$ cat src/rtl/jt7759_pkg.sv
// Shared definitions for the JT7759 slave-mode host feeder.
package jt7759_pkg;

  typedef enum logic [1:0] {
    WR_IDLE,
    WR_ARM,
    WR_WRITE,
    WR_HOLD
  } wr_st_t;

  localparam int WR_MAX_DEF = 31;

endpackage

$ cat src/rtl/jt7759_feeder_fifo.sv
// 2x8 byte FIFO between ROM fetch and chip writes; zero-latency head, push/pop same cycle.
// Flush wins over push/pop; push while full and pop while empty are dropped.
module jt7759_feeder_fifo (
  input  logic       clk,
  input  logic       rst,
  input  logic       push,
  input  logic       pop,
  input  logic       flush,
  input  logic [7:0] din,
  output logic [7:0] head,
  output logic       full,
  output logic       empty
);

  logic [7:0] mem [2];
  logic       wr_ptr, rd_ptr;
  logic [1:0] cnt;
  logic       wp, rp;

  assign full  = cnt == 2'd2;
  assign empty = cnt == 2'd0;
  assign head  = mem[rd_ptr];
  assign wp    = push && !full;
  assign rp    = pop && !empty;

  always_ff @(posedge clk or posedge rst) begin
    if (rst) begin
      wr_ptr <= 1'b0;
      rd_ptr <= 1'b0;
      cnt    <= 2'd0;
      mem[0] <= 8'd0;
      mem[1] <= 8'd0;
    end else if (flush) begin
      wr_ptr <= 1'b0;
      rd_ptr <= 1'b0;
      cnt    <= 2'd0;
    end else begin
      if (wp) begin
        mem[wr_ptr] <= din;
        wr_ptr      <= ~wr_ptr;
      end
      if (rp) rd_ptr <= ~rd_ptr;
      case ({wp, rp})
        2'b10:   cnt <= cnt + 2'd1;
        2'b01:   cnt <= cnt - 2'd1;
        default: ;
      endcase
    end
  end

endmodule

$ cat src/rtl/jt7759_feeder.sv
// Streams len ROM bytes to a JT7759 in slave mode, one cs/wrn write per drqn request.
// Write strobe held until the chip raises drqn; abandoned after WR_MAX cen ticks.
module jt7759_feeder
  import jt7759_pkg::*;
#(
  parameter int AW     = 17,
  parameter int WR_MAX = WR_MAX_DEF
) (
  input  logic          clk,
  input  logic          rst,
  input  logic          cen,
  input  logic          start,
  input  logic          stop,
  input  logic [AW-1:0] start_addr,
  input  logic [AW-1:0] len,
  output logic          busy,
  output logic          done,
  output logic          tout,
  output logic          rom_cs,
  output logic [AW-1:0] rom_addr,
  input  logic [7:0]    rom_data,
  input  logic          rom_ok,
  input  logic          drqn,
  output logic          cs,
  output logic          wrn,
  output logic [7:0]    dout
);

  localparam int TW = $clog2(WR_MAX + 1);

  wr_st_t        st;
  logic [AW-1:0] len_r, fetched, sent;
  logic [TW-1:0] tcnt;
  logic [7:0]    head;
  logic          full, empty, push, pop, flush, start_ok, abort_to;

  assign rom_cs   = busy && !full && (fetched != len_r);
  assign start_ok = start && !busy && !stop;
  assign abort_to = (st == WR_WRITE) && !drqn && cen && (tcnt == TW'(WR_MAX - 1));
  assign flush    = stop || abort_to;
  assign push     = rom_cs && rom_ok && !flush;
  assign pop      = (st == WR_WRITE) && drqn && !stop;

  jt7759_feeder_fifo u_fifo (
    .clk   (clk),
    .rst   (rst),
    .push  (push),
    .pop   (pop),
    .flush (flush),
    .din   (rom_data),
    .head  (head),
    .full  (full),
    .empty (empty)
  );

  always_ff @(posedge clk or posedge rst) begin
    if (rst) begin
      st       <= WR_IDLE;
      busy     <= 1'b0;
      done     <= 1'b0;
      tout     <= 1'b0;
      rom_addr <= '0;
      len_r    <= '0;
      fetched  <= '0;
      sent     <= '0;
      tcnt     <= '0;
      cs       <= 1'b0;
      wrn      <= 1'b1;
      dout     <= 8'd0;
    end else begin
      done <= 1'b0;
      tout <= 1'b0;
      if (push) begin
        rom_addr <= rom_addr + AW'(1);
        fetched  <= fetched + AW'(1);
      end
      if (stop) begin
        st   <= WR_IDLE;
        busy <= 1'b0;
        cs   <= 1'b0;
        wrn  <= 1'b1;
      end else begin
        case (st)
          WR_IDLE: if (start_ok) begin
            rom_addr <= start_addr;
            len_r    <= len;
            fetched  <= '0;
            sent     <= '0;
            // An empty transfer completes without ever arming the write side
            if (len == '0) done <= 1'b1;
            else begin
              busy <= 1'b1;
              st   <= WR_ARM;
            end
          end
          WR_ARM: if (!drqn && !empty) begin
            st   <= WR_WRITE;
            cs   <= 1'b1;
            wrn  <= 1'b0;
            dout <= head;
            tcnt <= '0;
          end
          WR_WRITE: begin
            if (drqn) begin
              sent <= sent + AW'(1);
              st   <= WR_HOLD;
              cs   <= 1'b0;
              wrn  <= 1'b1;
            end else if (abort_to) begin
              tout <= 1'b1;
              busy <= 1'b0;
              st   <= WR_IDLE;
              cs   <= 1'b0;
              wrn  <= 1'b1;
            end else if (cen) begin
              tcnt <= tcnt + TW'(1);
            end
          end
          WR_HOLD: begin
            // One idle bus cycle between writes; a pending request is picked up in ARM
            if (sent == len_r) begin
              done <= 1'b1;
              busy <= 1'b0;
              st   <= WR_IDLE;
            end else begin
              st <= WR_ARM;
            end
          end
          default: st <= WR_IDLE;
        endcase
      end
    end
  end

endmodule

$ cat config.mk
export PLATFORM = sky130hd
export DESIGN_NAME = jt7759_feeder
export DESIGN_NICKNAME = d
export VERILOG_FILES = /design/src/rtl/jt7759_pkg.sv /design/src/rtl/jt7759_feeder_fifo.sv /design/src/rtl/jt7759_feeder.sv
export SDC_FILE = /design/constraint.sdc
export NUM_CORES = 1
export LEC_CHECK = 0
export CAP_MARGIN = 40
export CORE_MARGIN = 2
export CORE_UTILIZATION = 45
export DETAILED_ROUTE_END_ITERATION = 10
export PLACE_DENSITY = 0.74
export SYNTH_ARGS = -nofsm -noshare
export SYNTH_HDL_FRONTEND = slang
export SYNTH_HIERARCHICAL = 1
export SYNTH_SLANG_ARGS = --single-unit
export TNS_END_PERCENT = 100
$ cat constraint.sdc
create_clock -name clk -period 2.9 [get_ports clk]
set_input_delay 0.725 -clock clk [delete_from_list [all_inputs] [get_ports clk]]
set_output_delay 0.725 -clock clk [all_outputs]
set_load 0.02 [all_outputs]
==> results of run 1 <==
state kept, by name, summed over array words and instances (netlist names), 2 cells and up:
register    flops
len_r          17
rom_addr       17
fetched        17
tcnt            5
st              2
sent           17
u_fifo/cnt      2
dout            8
u_fifo/mem     16
power by group:
group	switching, W	internal (W)	total (W)
sequential	0.000445	0.00192	0.00237
clock	0.000555	0.000649	0.00120
combinational	0.00106	0.00107	0.00213
total	0.00206	0.00364	0.00570
cells in the mapped netlist, types with 5 or more instances:
cell type and number:
inv_1 18, nand4_1 14, mux2_2 26, dfrtp_1 107
nand2_1 103, o21ai_0 23, a21oi_1 14, xnor2_1 45
xor2_1 32, ha_1 10, nor2_1 59, mux2_4 8
nand3_1 20, nor4_1 12, clkbuf_1 14, nand2b_1 5
nor2b_1 5, nor3_1 14
cell families after synthesis:
group,count (synthesis),synth area share (%)
adder cells (fa/ha/maj),10,2.16
AND/OR/NAND/NOR,261,22.1
buffers and inverters,37,2.77
multiplexers,37,7.66
AO/OA/AOI/OAI,59,6.86
XOR/XNOR,77,11.7
flip-flops,108,46.8
metal layers:
layer | routed length (um) | track usage, %
met4 | 339 | 10.1
met5 | 0 | 0
met3 | 491 | 3.99
met2 | 6570 | 33.9
met1 | 6140 | 26.5
layout make-up:
type,instances,area (sq um),share of cell area (%)
clock buffers,12,267,3.66
clock inverters,4,22.5,0.309
inverters,19,77.6,1.07
multi-input cells,444,2940,40.4
flip-flops and latches,108,2710,37.2
well taps,172,215,2.96
repair buffers,110,1050,14.4
stage by stage:
step | util [%] | instances
final | 57.9 | 869
after global routing | 57.9 | 869
after CTS | 57.8 | 868
after detailed placement | 55.5 | 852
after global placement | 55.5 | 852
after floorplan | - | 589
how the worst max path moves through the flow:
stage | from | to | slack (ns) | cells after the start
4_1_cts | len_r[10] | rom_cs | 0.09 | 6
2_1_floorplan | drqn | u_fifo/mem[0] | 0.01 | 11
6_report | len_r[9] | rom_cs | 0.11 | 6
5_1_grt | len_r[9] | rom_cs | 0.004 | 6
3_3_place_gp | drqn | u_fifo/mem[3] | -0.20 | 11
3_5_place_dp | drqn | u_fifo/mem[3] | -0.22 | 11
what timing repair did:
action,CTS,global route
setup buffers,0,1
resized for setup,3,6
gates cloned,0,0
hold endpoints to repair,0,0
endpoints found under the setup margin,1,1
pin swaps,1,4
==> flow_summary.ini, run 1 <==
[outcome]
outcome = finished clean

[power]
power_w = 0.00570
ir_drop_mv = 0.334
p_per_area_mw_per_mm2 = 783
p_leak_nw = 3.15

[place]
hpwlAfterDp_um = 9920
dpl_cell_area_sq_mm = 0.00697
gp_congestion = 0.890
port_buffers = 79
dp_slack_ns = -0.224

[synthesis]
synth_ff_type = dfrtp_1
synthDistinctLibCells = 59
synth.net_count = 648
synth_top_area_cell = dfrtp_1
seq_area_frac_synth_pct = 46.8
async_reset_ff_share_pct = 100
ys_warn_count = 6
syn_inst = 589
synth_top_area_share_pct = 46.3
synth_edf_count = 0
synth.area.top_cells = dfrtp_1, xnor2_1, nand2_1
avgSynthCellArea_sq_um = 9.82
synthesis.area_sq_mm = 0.00578
ys_seq_elements = 108

[floorplanning]
die_w_um = 117
die_y_um = 117
initial_core_util_pct = 46.0
fp.dieArea_sq_mm = 0.0138
io_pins = 80
rows = 41
coreArea_sq_mm = 0.0126

[critical_path]
cp_num_buf_inv = 2
required_ns = 2.17
crit_chain = xor2_1, nor4_1, nand4_1, o21ai_2, inv_1, dlygate4sd2_1
reg2reg_from = st[0]
slowest_stage = dfrtp_2
cp-end-kind = output pin
reg2reg_slack_ns = 0.23
r2r_cells = 12
cp-start-kind = flip-flop
cp.arrival_ns = 2.06
crit_family = simple AND/OR/NAND/NOR gates
critPathMaxFanout = 3
r2r-end = u_fifo/mem[3]
crit_path_max_incr_delay_ns = 0.44
crit_type = reg2out

[sta]
finalHoldViolations = 0
worst_slew_pin_slew_ns = 0.784
setup_viol = 0
max_freq_ghz = 0.359
rsz0062_at_grt = false
finalSetupTns_ns = 0
slew_headroom_pct = 47.7
fin_crit_sh_pct = 96.1
setup_slack_ns = 0.113
period_minus_slack_ns = 2.79
whs_ns = 0.505
drv_slew = 0
fin_skew_ns = 0.00855

[layout]
syn_to_final_growth_pct = 25.9
antennaDiodeCount = 0
fin_area_sq_mm = 0.00728
fin_nets = 751
drive_gt1_share_pct = 15.8
final_common_cell = nand2_1
fillerInstances = 1062
layout.cells.most_common_list = nand2_1, dfrtp_1, clkdlybuf4s50_1

[grt]
grt_pass1_wl_um = 23000
grt_pass1_vias = 4741
grt.total_usage_pct = 20.7
grt-ovfl-total = 0
antenna_found_initial = 0
grt_max_degree = 55

[detailed_routing]
drt-initial-drc-count = 298
detail-route-antenna-nets = 0
vias = 4536
avgViaCountPerCell = 5.22
first_pass_iters = 5
drc = 0
wl_per_cell_um = 15.6
drt_wl_total_um = 13500

[clocking]
cts_root_buf = clkbuf_16
clock_latency_ns = 0.36
cts_buffer_depth = 2
cts_hold_buf = 0
cts_tree = yes
numCtsBuffers = 9
cts.sinks = 108
clkTransAtPathRegs_ns = 0.07
cts.htree.levels = 3

[min_path]
hold_path_depth = 1
whs_endpoint = u_fifo/mem[12]
hold_path_class = reg2reg
min_from = u_fifo/mem[12]

[job]
drv_cap = 0
Note: power is estimated with default switching activity, not from simulation.
==> run 2, diff against run 1 <==
--- a/config.mk
+++ b/config.mk
@@ -5,11 +5,12 @@
 export SDC_FILE = /design/constraint.sdc
 export NUM_CORES = 1
 export LEC_CHECK = 0
+export ABC_AREA = 1
 export CAP_MARGIN = 40
 export CORE_MARGIN = 2
 export CORE_UTILIZATION = 45
 export DETAILED_ROUTE_END_ITERATION = 10
-export PLACE_DENSITY = 0.74
+export PLACE_DENSITY = 0.73
 export SYNTH_ARGS = -nofsm -noshare
 export SYNTH_HDL_FRONTEND = slang
 export SYNTH_HIERARCHICAL = 1
==> run 2 against run 1 <==
  * Die area increased by 12%
  * Largest power group is now combinational logic
  * Register-to-register slack improved by 0.37 ns
  * Clock-buffer cell count decreased by 2
  * First-iteration DRC count increased by 54%
  * Synthesized area increased by 12%
  * Power increased by 11%
==> flow_summary.ini, run 2 <==
[detailed_routing]
wl_per_cell_um = 14.0
detail-route-antenna-nets = 0
drt_wl_total_um = 15500
vias = 5649
drt-initial-drc-count = 458
drc = 0
first_pass_iters = 5
avgViaCountPerCell = 5.08

[clocking]
cts.htree.levels = 3
cts-resized-gates = 0
clock_latency_ns = 0.36
clkTransAtPathRegs_ns = 0.08
cts_root_buf = clkbuf_16
cts.sinks = 108
cts_hold_buf = 0
cts_tree = yes
cts_setup_buffers = 0
numCtsBuffers = 9
cts_buffer_depth = 2

[layout]
final_common_cell = nand2_1
fin_area_sq_mm = 0.00783
utilization_pct = 56.0
layout.cells.most_common_list = nand2_1, inv_1, dfrtp_1
antennaDiodeCount = 0
syn_to_final_growth_pct = 20.7
drive_gt1_share_pct = 11.7
stdcell_count = 1112
fin_nets = 986

[synthesis]
seq_area_frac_synth_pct = 41.7
ys_seq_elements = 108
syn_inst = 845
yosysMostFrequentCell = nand2_1
synthDistinctLibCells = 46
synthesis.area_sq_mm = 0.00649
synth.net_count = 904
avgSynthCellArea_sq_um = 7.68
synth.area.top_cells = dfrtp_1, nand2_1, inv_1
synth_top_area_cell = dfrtp_1
synth_edf_count = 0
ys_warn_count = 6
async_reset_ff_share_pct = 100
synth_top_area_share_pct = 41.2
synth_ff_type = dfrtp_1
synthTopCellsByCount = nand2_1, inv_1, dfrtp_1

[grt]
antenna_found_initial = 0
grt-ovfl-total = 0
grt_max_degree = 60
grt_pass1_vias = 5280
grt.total_usage_pct = 21.4
grt_pass1_wl_um = 25500

[critical_path]
reg2reg_from = st[0]
reg2reg_slack_ns = 0.60
cp-end-kind = output pin
cp-start-kind = flip-flop
r2r-end = u_fifo/mem[12]
r2r_cells = 12
critPathMaxFanout = 4
cp.arrival_ns = 1.81
crit_type = reg2out
required_ns = 2.17
crit_start = len_r[14]

[floorplanning]
fp.dieArea_sq_mm = 0.0154
die_y_um = 124
io_pins = 80
die_w_um = 124
initial_core_util_pct = 46.4
rows = 43
coreArea_sq_mm = 0.0140

[job]
drv_cap = 0

[place]
gp_congestion = 0.867
port_buffers = 79
dpl_cell_area_sq_mm = 0.00754
dp.cells = 1096
hpwlAfterDp_um = 11600

[sta]
fin_skew_ns = 0.00912
finalSetupTns_ns = 0
period_minus_slack_ns = 2.53
max_freq_ghz = 0.395
setup_viol = 0
worst_slew_pin_slew_ns = 0.764
rsz0062_at_grt = false
finalHoldViolations = 0
drv_slew = 0
fin_crit_sh_pct = 87.4
slew_headroom_pct = 49.0

[min_path]
min_from = cs
whs_endpoint = cs
hold_path_class = reg2reg
hold_path_depth = 2

[power]
ir_drop_mv = 0.451
p_leak_nw = 3.78
p_per_area_mw_per_mm2 = 811

[outcome]
outcome = finished clean
==> run 2: kinds of logic after synthesis <==
group	synth area share, %
xor gates and xnor gates	5.13
DFF	41.7
buffers and inverters	8.21
and+or+nand+nor	31.1
muxes	2.78
adders and majority gates	1.93
AOI/OAI and AO/OA	9.23
==> run 2: how the worst max path moves through the flow <==
| stage | cells past startpoint | endpoint |
|---|---|---|
| global placement | 10 | u_fifo/mem[14] |
| detailed placement | 10 | u_fifo/mem[12] |
| floorplan | 11 | u_fifo/mem[0] |
| finish | 10 | rom_cs |
| CTS | 10 | rom_cs |
| global route | 9 | rom_cs |
==> run 2: cell type report <==
class	count	area [sq um]
fill	1332	6160
multi-input combinational	604	3260
sequential	108	2710
timing repair buffer	91	933
inverter	113	428
clock buffer	10	229
tap	180	225
clock inverter	6	53.8
==> run 2: layer usage <==
layer	track usage [%]	wire length, um	up-vias
met5	0	0	-
met1	28.9	7250	2595
li1	-	-	2881
met2	33.7	7120	146
met3	4.95	828	27
met4	7.23	335	0
==> run 2: report_power, final <==
part	total, W	internal, W	switching (W)
sequential	0.00254	0.00199	0.000552
clock	0.00120	0.000602	0.000603
combinational	0.00261	0.00116	0.00145
==> run 2: critical path: stages (launching register included) <==
cell	delay [ns]
dfrtp_1	0.43
inv_1	0.08
nand2_1	0.06
nand2_1	0.06
nor2_1	0.13
nand2_1	0.06
nor2_1	0.11
nand3_2	0.17
nand2_1	0.10
inv_1	0.05
dlymetal6s2s_1	0.20
==> run 2: stage by stage <==
stage / hold WS [ns] / power (W) / setup slack (ns)
finish: 0.482 / 0.00635 / 0.365
global placement: 0.460 / 0.00511 / 0.315
CTS: 0.484 / 0.00640 / 0.0388
detailed placement: 0.465 / 0.00516 / 0.228
floorplan: 0.449 / 0.00420 / 0.571
global route: 0.515 / 0.00686 / 0.223
==> run 3, diff against run 2 <==
--- a/config.mk
+++ b/config.mk
@@ -8,9 +8,10 @@
 export ABC_AREA = 1
 export CAP_MARGIN = 40
 export CORE_MARGIN = 2
-export CORE_UTILIZATION = 45
+export CORE_UTILIZATION = 51
 export DETAILED_ROUTE_END_ITERATION = 10
-export PLACE_DENSITY = 0.73
+export PLACE_DENSITY = 0.81
+export SLEW_MARGIN = 5
 export SYNTH_ARGS = -nofsm -noshare
 export SYNTH_HDL_FRONTEND = slang
 export SYNTH_HIERARCHICAL = 1
==> run 3 against run 2 <==
  * Register-to-register slack got worse by 0.16 ns
  * Combinational power barely moved
  * Power shrank 0.50%
  * Clock-buffer cell count stayed put
  * Sequential share of layout area rose by 0.20 points
==> flow_summary.ini, run 3 (synthesis gave the netlist of run 2 again) <==
[outcome]
outcome = finished clean

[sta]
fin_crit_sh_pct = 86.7
setup_viol = 0
drv_slew = 0
finalSetupTns_ns = 0
max_freq_ghz = 0.398
finalHoldViolations = 0
fin_skew_ns = 0.0123
period_minus_slack_ns = 2.51
rsz0062_at_grt = false
worst_slew_pin_slew_ns = 0.777
slew_headroom_pct = 48.2

[critical_path]
crit_type = reg2out
critPathMaxFanout = 4
cp-start-kind = flip-flop
r2r-end = u_fifo/cnt[1]
reg2reg_from = st[0]
cp-end-kind = output pin
required_ns = 2.17
cp.arrival_ns = 1.79
crit_start = len_r[16]
r2r_cells = 14
reg2reg_slack_ns = 0.44

[grt]
grt_pass1_wl_um = 26200
antenna_found_initial = 0
grt-ovfl-total = 0
grt_pass1_vias = 5496
grt.total_usage_pct = 24.6
grt_max_degree = 60

[clocking]
cts.htree.levels = 3
cts-resized-gates = 0
cts_root_buf = clkbuf_16
cts_setup_buffers = 0
cts_hold_buf = 0
cts.sinks = 108
clock_latency_ns = 0.36
cts_buffer_depth = 2
clkTransAtPathRegs_ns = 0.07
numCtsBuffers = 9
cts_tree = yes

[place]
gp_congestion = 0.915
port_buffers = 79
dp.cells = 1086
hpwlAfterDp_um = 11600
dpl_cell_area_sq_mm = 0.00751

[min_path]
hold_path_depth = 2
hold_path_class = reg2reg
min_from = cs
whs_endpoint = cs

[floorplanning]
die_w_um = 117
io_pins = 80
rows = 41
coreArea_sq_mm = 0.0125
initial_core_util_pct = 51.9
die_y_um = 117
fp.dieArea_sq_mm = 0.0136

[layout]
antennaDiodeCount = 0
final_common_cell = nand2_1
layout.cells.most_common_list = nand2_1, inv_1, dfrtp_1
fin_nets = 984
fin_area_sq_mm = 0.00779
stdcell_count = 1102
syn_to_final_growth_pct = 20.0
drive_gt1_share_pct = 11.5
utilization_pct = 62.2

[detailed_routing]
drc = 0
drt_wl_total_um = 15400
wl_per_cell_um = 14.0
drt-initial-drc-count = 376
avgViaCountPerCell = 5.19
detail-route-antenna-nets = 0
vias = 5718
first_pass_iters = 5

[power]
p_per_area_mw_per_mm2 = 812
ir_drop_mv = 0.666
p_leak_nw = 3.75

[job]
drv_cap = 0
-- run 3: worst max path at each step --
stage | to | depth (start not counted) | slack (ns)
floorplan | u_fifo/mem[0] | 11 | 0.57
global placement | u_fifo/cnt[1] | 12 | 0.31
detailed placement | u_fifo/cnt[1] | 12 | 0.23
CTS | rom_cs | 10 | 0.01
global route | u_fifo/cnt[1] | 13 | 0.22
finish | rom_cs | 9 | 0.39
-- run 3: where the power goes --
group	total (W)	switching (W)	internal (W)
Combinational	0.00260	0.00145	0.00115
Sequential	0.00255	0.000568	0.00199
Clock	0.00117	0.000582	0.000589
-- run 3: metal layers --
layer	global-route usage, %	wire (um)
met1	33.2	6860
met4	7.37	318
met2	39.1	7240
met3	6.75	992
met5	0	0
-- run 3: worst max-delay path, cell delays in order (launching register included) --
cell            delay [ns]
dfrtp_1               0.46
nor2_1                0.13
nor2_1                0.05
nor2_1                0.11
nand2_1               0.06
nor2_1                0.13
nand3_2               0.15
nand2_1               0.09
inv_1                 0.05
dlymetal6s2s_1        0.20
-- run 3: cell type report --
type / count / area, sq um
Fill cell: 1121 / 4730
Multi-Input combinational cell: 604 / 3260
Sequential cell: 108 / 2710
Timing Repair Buffer: 89 / 906
Inverter: 113 / 428
Clock buffer: 10 / 229
Tap cell: 172 / 215
Clock inverter: 6 / 46.3
-- run 3: per-stage QoR --
step / hold WS, ns / power (W) / setup WS, ns
final: 0.479 / 0.00632 / 0.385
after global routing: 0.518 / 0.00683 / 0.220
after CTS: 0.484 / 0.00636 / 0.0103
after detailed placement: 0.464 / 0.00517 / 0.226
after global placement: 0.461 / 0.00508 / 0.307
after floorplan: 0.449 / 0.00420 / 0.571
